$ cat src/rtl/ex_mult_unit_if.sv
// Bundle of the EX-stage multiplier's pipeline-facing signals.
// The master side sits in the EX stage and the slave side is the multiplier.
interface ex_mult_unit_if #(
    parameter int WIDTH = 64
);
    logic             start;
    logic             op_hi;
    logic [WIDTH-1:0] a;
    logic [WIDTH-1:0] b;
    logic [4:0]       rd_in;
    logic             regwrite_in;
    logic             flush;
    logic             stall;
    logic             done;
    logic [WIDTH-1:0] result;
    logic [4:0]       rd_out;
    logic             regwrite_out;

    modport master (
        output start, op_hi, a, b, rd_in, regwrite_in, flush,
        input  stall, done, result, rd_out, regwrite_out
    );

    modport slave (
        input  start, op_hi, a, b, rd_in, regwrite_in, flush,
        output stall, done, result, rd_out, regwrite_out
    );
endinterface

$ cat src/rtl/ex_mult_unit.sv
// Iterative unsigned multiplier for the EX stage. It retires STEP multiplier
// bits per cycle and stalls the front of the pipe until the product is presented.
module ex_mult_unit #(
    parameter int WIDTH = 64,
    parameter int STEP  = 2
) (
    input logic           clk,
    input logic           reset,
    ex_mult_unit_if.slave bus
);
    localparam int ITERS = WIDTH / STEP;
    localparam int CNT_W = $clog2(ITERS + 1);

    localparam logic [1:0] IDLE = 2'd0;
    localparam logic [1:0] BUSY = 2'd1;
    localparam logic [1:0] DONE = 2'd2;

    logic [1:0]         state;
    logic [2*WIDTH-1:0] acc;
    logic [2*WIDTH-1:0] mcand;
    logic [WIDTH-1:0]   mplier;
    logic [CNT_W-1:0]   cnt;
    logic               op_hi_q;
    logic [4:0]         rd_q;
    logic               rw_q;
    logic [WIDTH-1:0]   result_q;
    logic [4:0]         rd_out_q;

    logic [2*WIDTH-1:0] pp;
    logic [2*WIDTH-1:0] acc_next;
    logic               last_iter;

    // The multiplicand is kept pre-shifted by STEP*iteration, so each partial
    // product only needs the small per-bit shifts below.
    always_comb begin
        pp = '0;
        for (int unsigned j = 0; j < STEP; j++) begin
            if (mplier[j]) begin
                pp = pp + (mcand << j);
            end
        end
        acc_next  = acc + pp;
        last_iter = (cnt == CNT_W'(1));
    end

    always_ff @(posedge clk) begin
        if (!reset) begin
            state    <= IDLE;
            acc      <= '0;
            mcand    <= '0;
            mplier   <= '0;
            cnt      <= '0;
            op_hi_q  <= 1'b0;
            rd_q     <= '0;
            rw_q     <= 1'b0;
            result_q <= '0;
            rd_out_q <= '0;
        end else begin
            case (state)
                IDLE: begin
                    if (bus.start && !bus.flush) begin
                        acc     <= '0;
                        mcand   <= {{WIDTH{1'b0}}, bus.a};
                        mplier  <= bus.b;
                        cnt     <= CNT_W'(ITERS);
                        op_hi_q <= bus.op_hi;
                        rd_q    <= bus.rd_in;
                        rw_q    <= bus.regwrite_in;
                        state   <= BUSY;
                    end
                end
                BUSY: begin
                    if (bus.flush) begin
                        state <= IDLE;
                    end else begin
                        acc    <= acc_next;
                        mcand  <= mcand << STEP;
                        mplier <= mplier >> STEP;
                        cnt    <= cnt - CNT_W'(1);
                        // The result is registered on the way into DONE so it can
                        // hold its value once the done pulse is over.
                        if (last_iter) begin
                            result_q <= op_hi_q ? acc_next[2*WIDTH-1:WIDTH]
                                                : acc_next[WIDTH-1:0];
                            rd_out_q <= rd_q;
                            state    <= DONE;
                        end
                    end
                end
                DONE: begin
                    state <= IDLE;
                end
                default: begin
                    state <= IDLE;
                end
            endcase
        end
    end

    always_comb begin
        bus.stall        = (state == IDLE) ? bus.start : (state == BUSY);
        bus.done         = (state == DONE);
        bus.regwrite_out = (state == DONE) && rw_q;
        bus.result       = result_q;
        bus.rd_out       = rd_out_q;
    end
endmodule

$ cat src/flat_wrapper.sv
// flat-port wrapper written by rule: the top's interface ports become plain ports
module ex_mult_unit_flat 
#(
    parameter int WIDTH = 64,
    parameter int STEP  = 2
)
  (clk, reset, bus_start, bus_op_hi, bus_a, bus_b, bus_rd_in, bus_regwrite_in, bus_flush, bus_stall, bus_done, bus_result, bus_rd_out, bus_regwrite_out);
  ex_mult_unit_if #(.WIDTH(WIDTH)) bus_i ();
  input logic clk;
  input logic reset;
  input wire logic [$bits(bus_i.start)-1:0] bus_start;
  input wire logic [$bits(bus_i.op_hi)-1:0] bus_op_hi;
  input wire logic [$bits(bus_i.a)-1:0] bus_a;
  input wire logic [$bits(bus_i.b)-1:0] bus_b;
  input wire logic [$bits(bus_i.rd_in)-1:0] bus_rd_in;
  input wire logic [$bits(bus_i.regwrite_in)-1:0] bus_regwrite_in;
  input wire logic [$bits(bus_i.flush)-1:0] bus_flush;
  output wire logic [$bits(bus_i.stall)-1:0] bus_stall;
  output wire logic [$bits(bus_i.done)-1:0] bus_done;
  output wire logic [$bits(bus_i.result)-1:0] bus_result;
  output wire logic [$bits(bus_i.rd_out)-1:0] bus_rd_out;
  output wire logic [$bits(bus_i.regwrite_out)-1:0] bus_regwrite_out;
  assign bus_i.start = bus_start;
  assign bus_i.op_hi = bus_op_hi;
  assign bus_i.a = bus_a;
  assign bus_i.b = bus_b;
  assign bus_i.rd_in = bus_rd_in;
  assign bus_i.regwrite_in = bus_regwrite_in;
  assign bus_i.flush = bus_flush;
  assign bus_stall = bus_i.stall;
  assign bus_done = bus_i.done;
  assign bus_result = bus_i.result;
  assign bus_rd_out = bus_i.rd_out;
  assign bus_regwrite_out = bus_i.regwrite_out;
  ex_mult_unit #(.WIDTH(WIDTH), .STEP(STEP)) u_core (.clk(clk), .reset(reset), .bus(bus_i));
endmodule
$ cat config.mk
export PLATFORM = sky130hd
export DESIGN_NAME = ex_mult_unit_flat
export DESIGN_NICKNAME = d
export VERILOG_FILES = /design/src/rtl/ex_mult_unit_if.sv /design/src/rtl/ex_mult_unit.sv /design/src/flat_wrapper.sv
export SDC_FILE = /design/constraint.sdc
export NUM_CORES = 2
export LEC_CHECK = 0
export ABC_CLOCK_PERIOD_IN_PS = 14900
export CORE_UTILIZATION = 45
export CTS_CLUSTER_DIAMETER = 60
export CTS_CLUSTER_SIZE = 12
export DETAILED_ROUTE_END_ITERATION = 6
export PLACE_DENSITY = 0.64
export SYNTH_ARGS = -nofsm -noshare
export SYNTH_HDL_FRONTEND = slang
export SYNTH_SLANG_ARGS = --single-unit
$ cat constraint.sdc
create_clock -name clk -period 14.9 [get_ports clk]
set_clock_uncertainty 0.1 [all_clocks]
set_input_delay 1.49 -clock clk [delete_from_list [all_inputs] [get_ports clk]]
set_output_delay 1.49 -clock clk [all_outputs]
set_load 0.005 [all_outputs]
Word level (Yosys, flattened, before mapping)
Cells that the tools add are included.
{ "op_classes": {"addsub": 3, "eq_ne": 6, "n_mux": 20, "bitwise": 1, "reduce_logical": 9} }
{ "op_table": {"columns": ["op", "n"], "rows": [
  ["$mux 128", 6],
  ["$pmux 128 s2", 2],
  ["$add 128x128->128", 2],
  ["$mux 64", 3],
  ["$pmux 64 s2", 1],
  ["$mux 6", 2],
  ["$pmux 6 s2", 1],
  ["$eq 6x1->1 const B", 1],
  ["$mux 2", 3],
  ["$reduce_and 3->1", 2],
  ["$sub 6x1->6 const B", 1],
  ["$pmux 2 s2", 1],
  ["$reduce_and 2->1", 2],
  ["$ne 3x2->1 const B", 1],
  ["$eq 2x1->1 const B", 1],
  ["$eq 2x2->1 const B", 1],
  ["$logic_and 1x1->1", 2],
  ["$logic_not 2->1", 1],
  ["$ne 2x1->1 const B", 1],
  ["$ne 2x2->1 const B", 1],
  ["$reduce_bool 2->1", 1],
  ["$logic_not 1->1", 1],
  ["$mux 1", 1],
  ["$not 1->1", 1]
]} }
{ "totals": {"ff_bits": 404, "inputBits": 139, "output_inout_bits": 72, "word_cells": 49} }

Logic depth before layout (Yosys ltp)
{ "logic_depth": {"word_depth": 6, "mapped_depth": 46} }

Worst setup path after synthesis
OpenSTA, ideal clock, no wires.
{ "synth_timing": {"path_kind": "register -> register", "start": "register u_core.mplier[0]", "end": "register u_core.result_q[57], in the netlist u_core.bus.result[57]", "arrival_time_ns": 8.716, "t_required_ns": 14.658, "setup_slack_ns": 5.942, "path_stages_with_launch": 46, "path_cell_list": "dfxtp_1 -> buf_2 -> buf_4 -> buf_4 -> buf_2 -> buf_2 -> buf_2 -> clkbuf_1 -> clkbuf_1 -> clkbuf_1 -> clkbuf_1 -> nand2_1 -> inv_1 -> ha_1 -> a21o_1 -> o21ai_0 -> o21ai_0 -> a222oi_1 -> [... 10 more ...] -> ha_1 -> clkbuf_1 -> a21o_1 -> a21o_1 -> a21oi_1 -> o21ai_1 -> a21o_1 -> a211o_1 -> a311o_1 -> a221o_1 -> a21oi_2 -> o31ai_1 -> a221o_1 -> a221oi_2 -> nor3_1 -> nor3_1 -> xor2_1 -> a311oi_1"} }
{ "synth_between": {"elab_chain_len": 5} }
{ "synth_rtl": {"columns": ["element", "line", "source"], "rows": [
  ["from (decl)", "ex_mult_unit.sv:21", "logic [WIDTH-1:0] mplier;"],
  ["from (signal assigned)", "ex_mult_unit.sv:64", "mplier <= bus.b;"],
  ["from (signal assigned)", "ex_mult_unit.sv:78", "mplier <= mplier >> STEP;"],
  ["$mux 128 *", "ex_mult_unit.sv:38", "if (mplier[j]) begin"],
  ["$add 128x128->128", "ex_mult_unit.sv:39", "pp = pp + (mcand << j);"],
  ["$mux 128 *", "ex_mult_unit.sv:38", null],
  ["$add 128x128->128 *", "ex_mult_unit.sv:42", "acc_next = acc + pp;"],
  ["$mux 64 *", "ex_mult_unit.sv:83", "result_q <= op_hi_q ? acc_next[2*WIDTH-1:WIDTH]"],
  ["to (signal assigned)", "ex_mult_unit.sv:83", null],
  ["to (decl)", "ex_mult_unit.sv:26", "logic [WIDTH-1:0] result_q;"]
]} }
Mark *: on every way between the ends. The rest lies on a longest branch, timed or not.
A chain may end at the register's enable or synchronous reset.

Worst setup path after layout
{ "layout_timing": {"start": "register u_core.mplier[0]", "end": "register u_core.result_q[62], in the netlist u_core.bus.result[62]"} }
The elaborated chain is that of the path after synthesis.

==> impl_metrics.csv <==
group,metric,value,unit
outcome,status,"finished with violations",
outcome,violations,"design-rule violations",
grt,grt-busiest-layer,"met2",
worst_setup_path,worstPathArrival,9.98,ns
placement,dp_slack,5.44,ns
floorplan,num_io_pins,211,
power,intPower,1.94,mW
synth,synth_area_leaders,"dfxtp_1, ha_1, a21oi_1",
cts,ctsResizeCount,0,
final_layout,final_area,38000,um^2
cts,cts_tree,"done",
synth,synthDistinctLibCells,95,
power,switching_share,28.6,%
grt,antenna_found_initial,0,
final_layout,area_delta_synth_final,11.2,%
sta,finalSetupTns,0,ns
grt,overflow,0,
worst_setup_path,cp_slowest_cell,"dfxtp_4",
grt,use_met2,45.9,%
sta,finalCritPeriodShare,64.4,%
power,combPwrFrac,9.9,%
synth,yosysSeqAreaShare,23.7,%
power,p_switching,0.777,mW
power,leakage,15.6,nW
cts,clkLatencyLatePin,0.64,ns
worst_setup_path,worst_setup_path_end_kind,"register",
synth,postSynth.asyncResetShare,0,%
cts,root_buffer,"clkbuf_16",
grt,grt_max_degree,155,
cts,clock_sinks,404,
synth,synth.avg_cell_area,7.46,um^2
worst_setup_path,cp_max_fo,97,
synth,syn_inst,4580,
flow_run,maxCapViolations,0,
synth,ys.flop_type,"dfxtp_1",
worst_setup_path,cp.required,15.28,ns
worst_setup_path,crit_path_frequent_cell,"nand2_1",
synth,synth_edf_count,0,
floorplan,dieArea,77000,um^2
floorplan,dieWidth,277,um
worst_hold_path,hold_class,"reg2reg",
sta,fin_ws,5.30,ns
worst_setup_path,critPathLaunchType,"register",
synth,synth_seq_cells,404,
cts,clkTransAtPathRegs,0.06,ns
sta,finalHoldViolCount,0,
drt,antenna_left,0,
grt,grt_pass1_wl,187000,um
sta,setup_viol,0,
sta,slew_headroom,30.1,%
power,clockPowerShare,47.4,%
final_layout,finish.net_count,4836,
sta,rsz0062_at_grt,"no",
drt,dr.pass1.iters,7,
synth,synth_nets,4930,
drt,routed_wl,120000,um
floorplan,start_util,45.6,%
synth,synth_top_area_share,23.7,%
drt,drt-initial-drc-count,3847,
worst_setup_path,worstSetupPathType,"reg2reg",
placement,placed_area,36300,um^2
drt,via_count,34400,
floorplan,core_area,74800,um^2
placement,hpwl,89400,um
final_layout,layout-drive-gt1-share,4.82,%
power,ir_drop,0.0725,mV
power,seqPwrFrac,42.8,%
floorplan,rows,100,
worst_setup_path,slowest_delay,0.92,ns
cts,cts_buffer_depth,3,
synth,syn_area,34200,um^2
synth,yosysWarnings,0,
drt,vias_per_cell,6.26,
synth,ys_top_cells_by_count,"nor2_1, nand2_1, a21oi_1, dfxtp_1, clkbuf_1",
power,p_per_area,71.7,nW/um^2
grt,grtUsageMet1,43.4,%
synth,yosysMostFrequentCell,"nor2_1",
floorplan,fp.dieH,277,um
sta,min_period,9.60,ns
grt,grt_usage,30.2,%
cts,postCtsHoldBufs,0,
sta,worstMarginPinSlew,1.05,ns
sta,slew_viol_final,0,
power,power,2.72,mW
synth,yosysTopAreaCell,"dfxtp_1",
cts,post-cts-setup-buffer-count,0,
grt,grt_pass1_vias,31600,
drt,routedWlPerCell,21.9,um
cts,numCtsBuffers,53,
sta,maxClockFrequency,104,MHz
drt,route.detailed.drc,4,
grt,met3_usage,4.36,%
placement,gp_congestion,1.01,
cts,htreeDepth,2,
placement,portBuffers,210,
-- critical path: cells and delay by family (launching register included) --
| family | cells | cell delay [ns] |
|---|---|---|
| AOI/OAI and AO/OA | 15 | 4.64 |
| DFF | 1 | 0.92 |
| adders and majority gates | 3 | 1.04 |
| xor gates and xnor gates | 3 | 0.61 |
| and+or+nand+nor | 11 | 1.86 |
| buffers and inverters | 3 | 0.27 |
-- metrics by stage --
step | util [%] | std cells | hold WS, ns
global placement | 48.5 | 5400 | 0.339
CTS | 50.7 | 5490 | 0.354
global route | 50.7 | 5490 | 0.366
detailed placement | 48.5 | 5400 | 0.345
finish | 50.7 | 5491 | 0.351
floorplan | - | 4580 | 0.332
-- power groups by stage --
stage | sequential [mW] | clock (mW) | combinational [mW]
floorplan | 1.14 | 0 | 0.206
global placement | 1.19 | 0 | 0.264
detailed placement | 1.19 | 0 | 0.266
CTS | 1.16 | 1.31 | 0.267
global route | 1.17 | 1.36 | 0.292
finish | 1.16 | 1.29 | 0.269
-- flip-flops by register name, summed over array words and instances (netlist names) --
name / count
u_core.cnt: 6
u_core.mcand: 128
u_core.bus.rd_out: 5
u_core.op_hi_q: 1
u_core.acc: 128
u_core.state: 2
u_core.bus.result: 64
u_core.rd_q: 5
u_core.rw_q: 1
u_core.mplier: 64
-- layer usage --
| metal | vias to the layer above | wire (um) | part of all wire (%) |
|---|---|---|---|
| li1 | 16600 | - | - |
| met1 | 16300 | 55400 | 46 |
| met2 | 1350 | 51900 | 43 |
| met3 | 183 | 9030 | 7.5 |
| met4 | 0 | 3780 | 3.1 |
| met5 | - | 0 | 0 |
-- cell type report --
type,count,area [um^2]
Antenna cell,1,2.50
Fill cell,7413,36900
Tap cell,969,1210
Clock buffer,59,1380
Clock inverter,31,330
Timing Repair Buffer,237,2300
Multi-Input combinational cell,3693,24300
Sequential cell,404,8100
Inverter,97,372
-- layout by cell type, fill, tap and decap left out, types with 33 or more instances in the layout --
cell type and count:
nor2_1 499, nand2_1 448, a21oi_1 414, dfxtp_1 401, o21ai_0 254, ha_1 209
clkdlybuf4s50_1 209, a22oi_1 163, a21o_1 158, xnor2_1 155, xor2_1 153, a211oi_1 97
inv_1 94, nand4_1 90, mux2i_1 89, and2_1 85, a222oi_1 61, a22o_1 58
clkbuf_16 54, nor3_1 51, o21bai_1 48, mux2_2 46, nand3_1 42, nor2b_1 41
o21a_1 36, a31oi_1 34, nand2b_1 33
-- cell families after synthesis --
kind of cell               Yosys count  share of synthesized area, %
and+or+nand+nor                   1468                          20.3
buffers and inverters              483                          5.39
AOI/OAI and AO/OA                 1569                          30.8
DFF                                404                          23.7
muxes                              135                          4.13
xor gates and xnor gates           308                          7.90
adders and majority gates          213                          7.83
-- final timing paths --
path	from	to	slack, ns	depth (start not counted)
worst max-delay path	u_core.mplier[0]	u_core.bus.result[62]	5.30	35
worst min-delay path	u_core.rd_q[2]	u_core.bus.rd_out[2]	0.35	2
worst max register to register	u_core.mplier[0]	u_core.bus.result[62]	5.30	35
worst min register to register	u_core.rd_q[2]	u_core.bus.rd_out[2]	0.35	2
No activity file was read; power rests on OpenSTA's default activity.
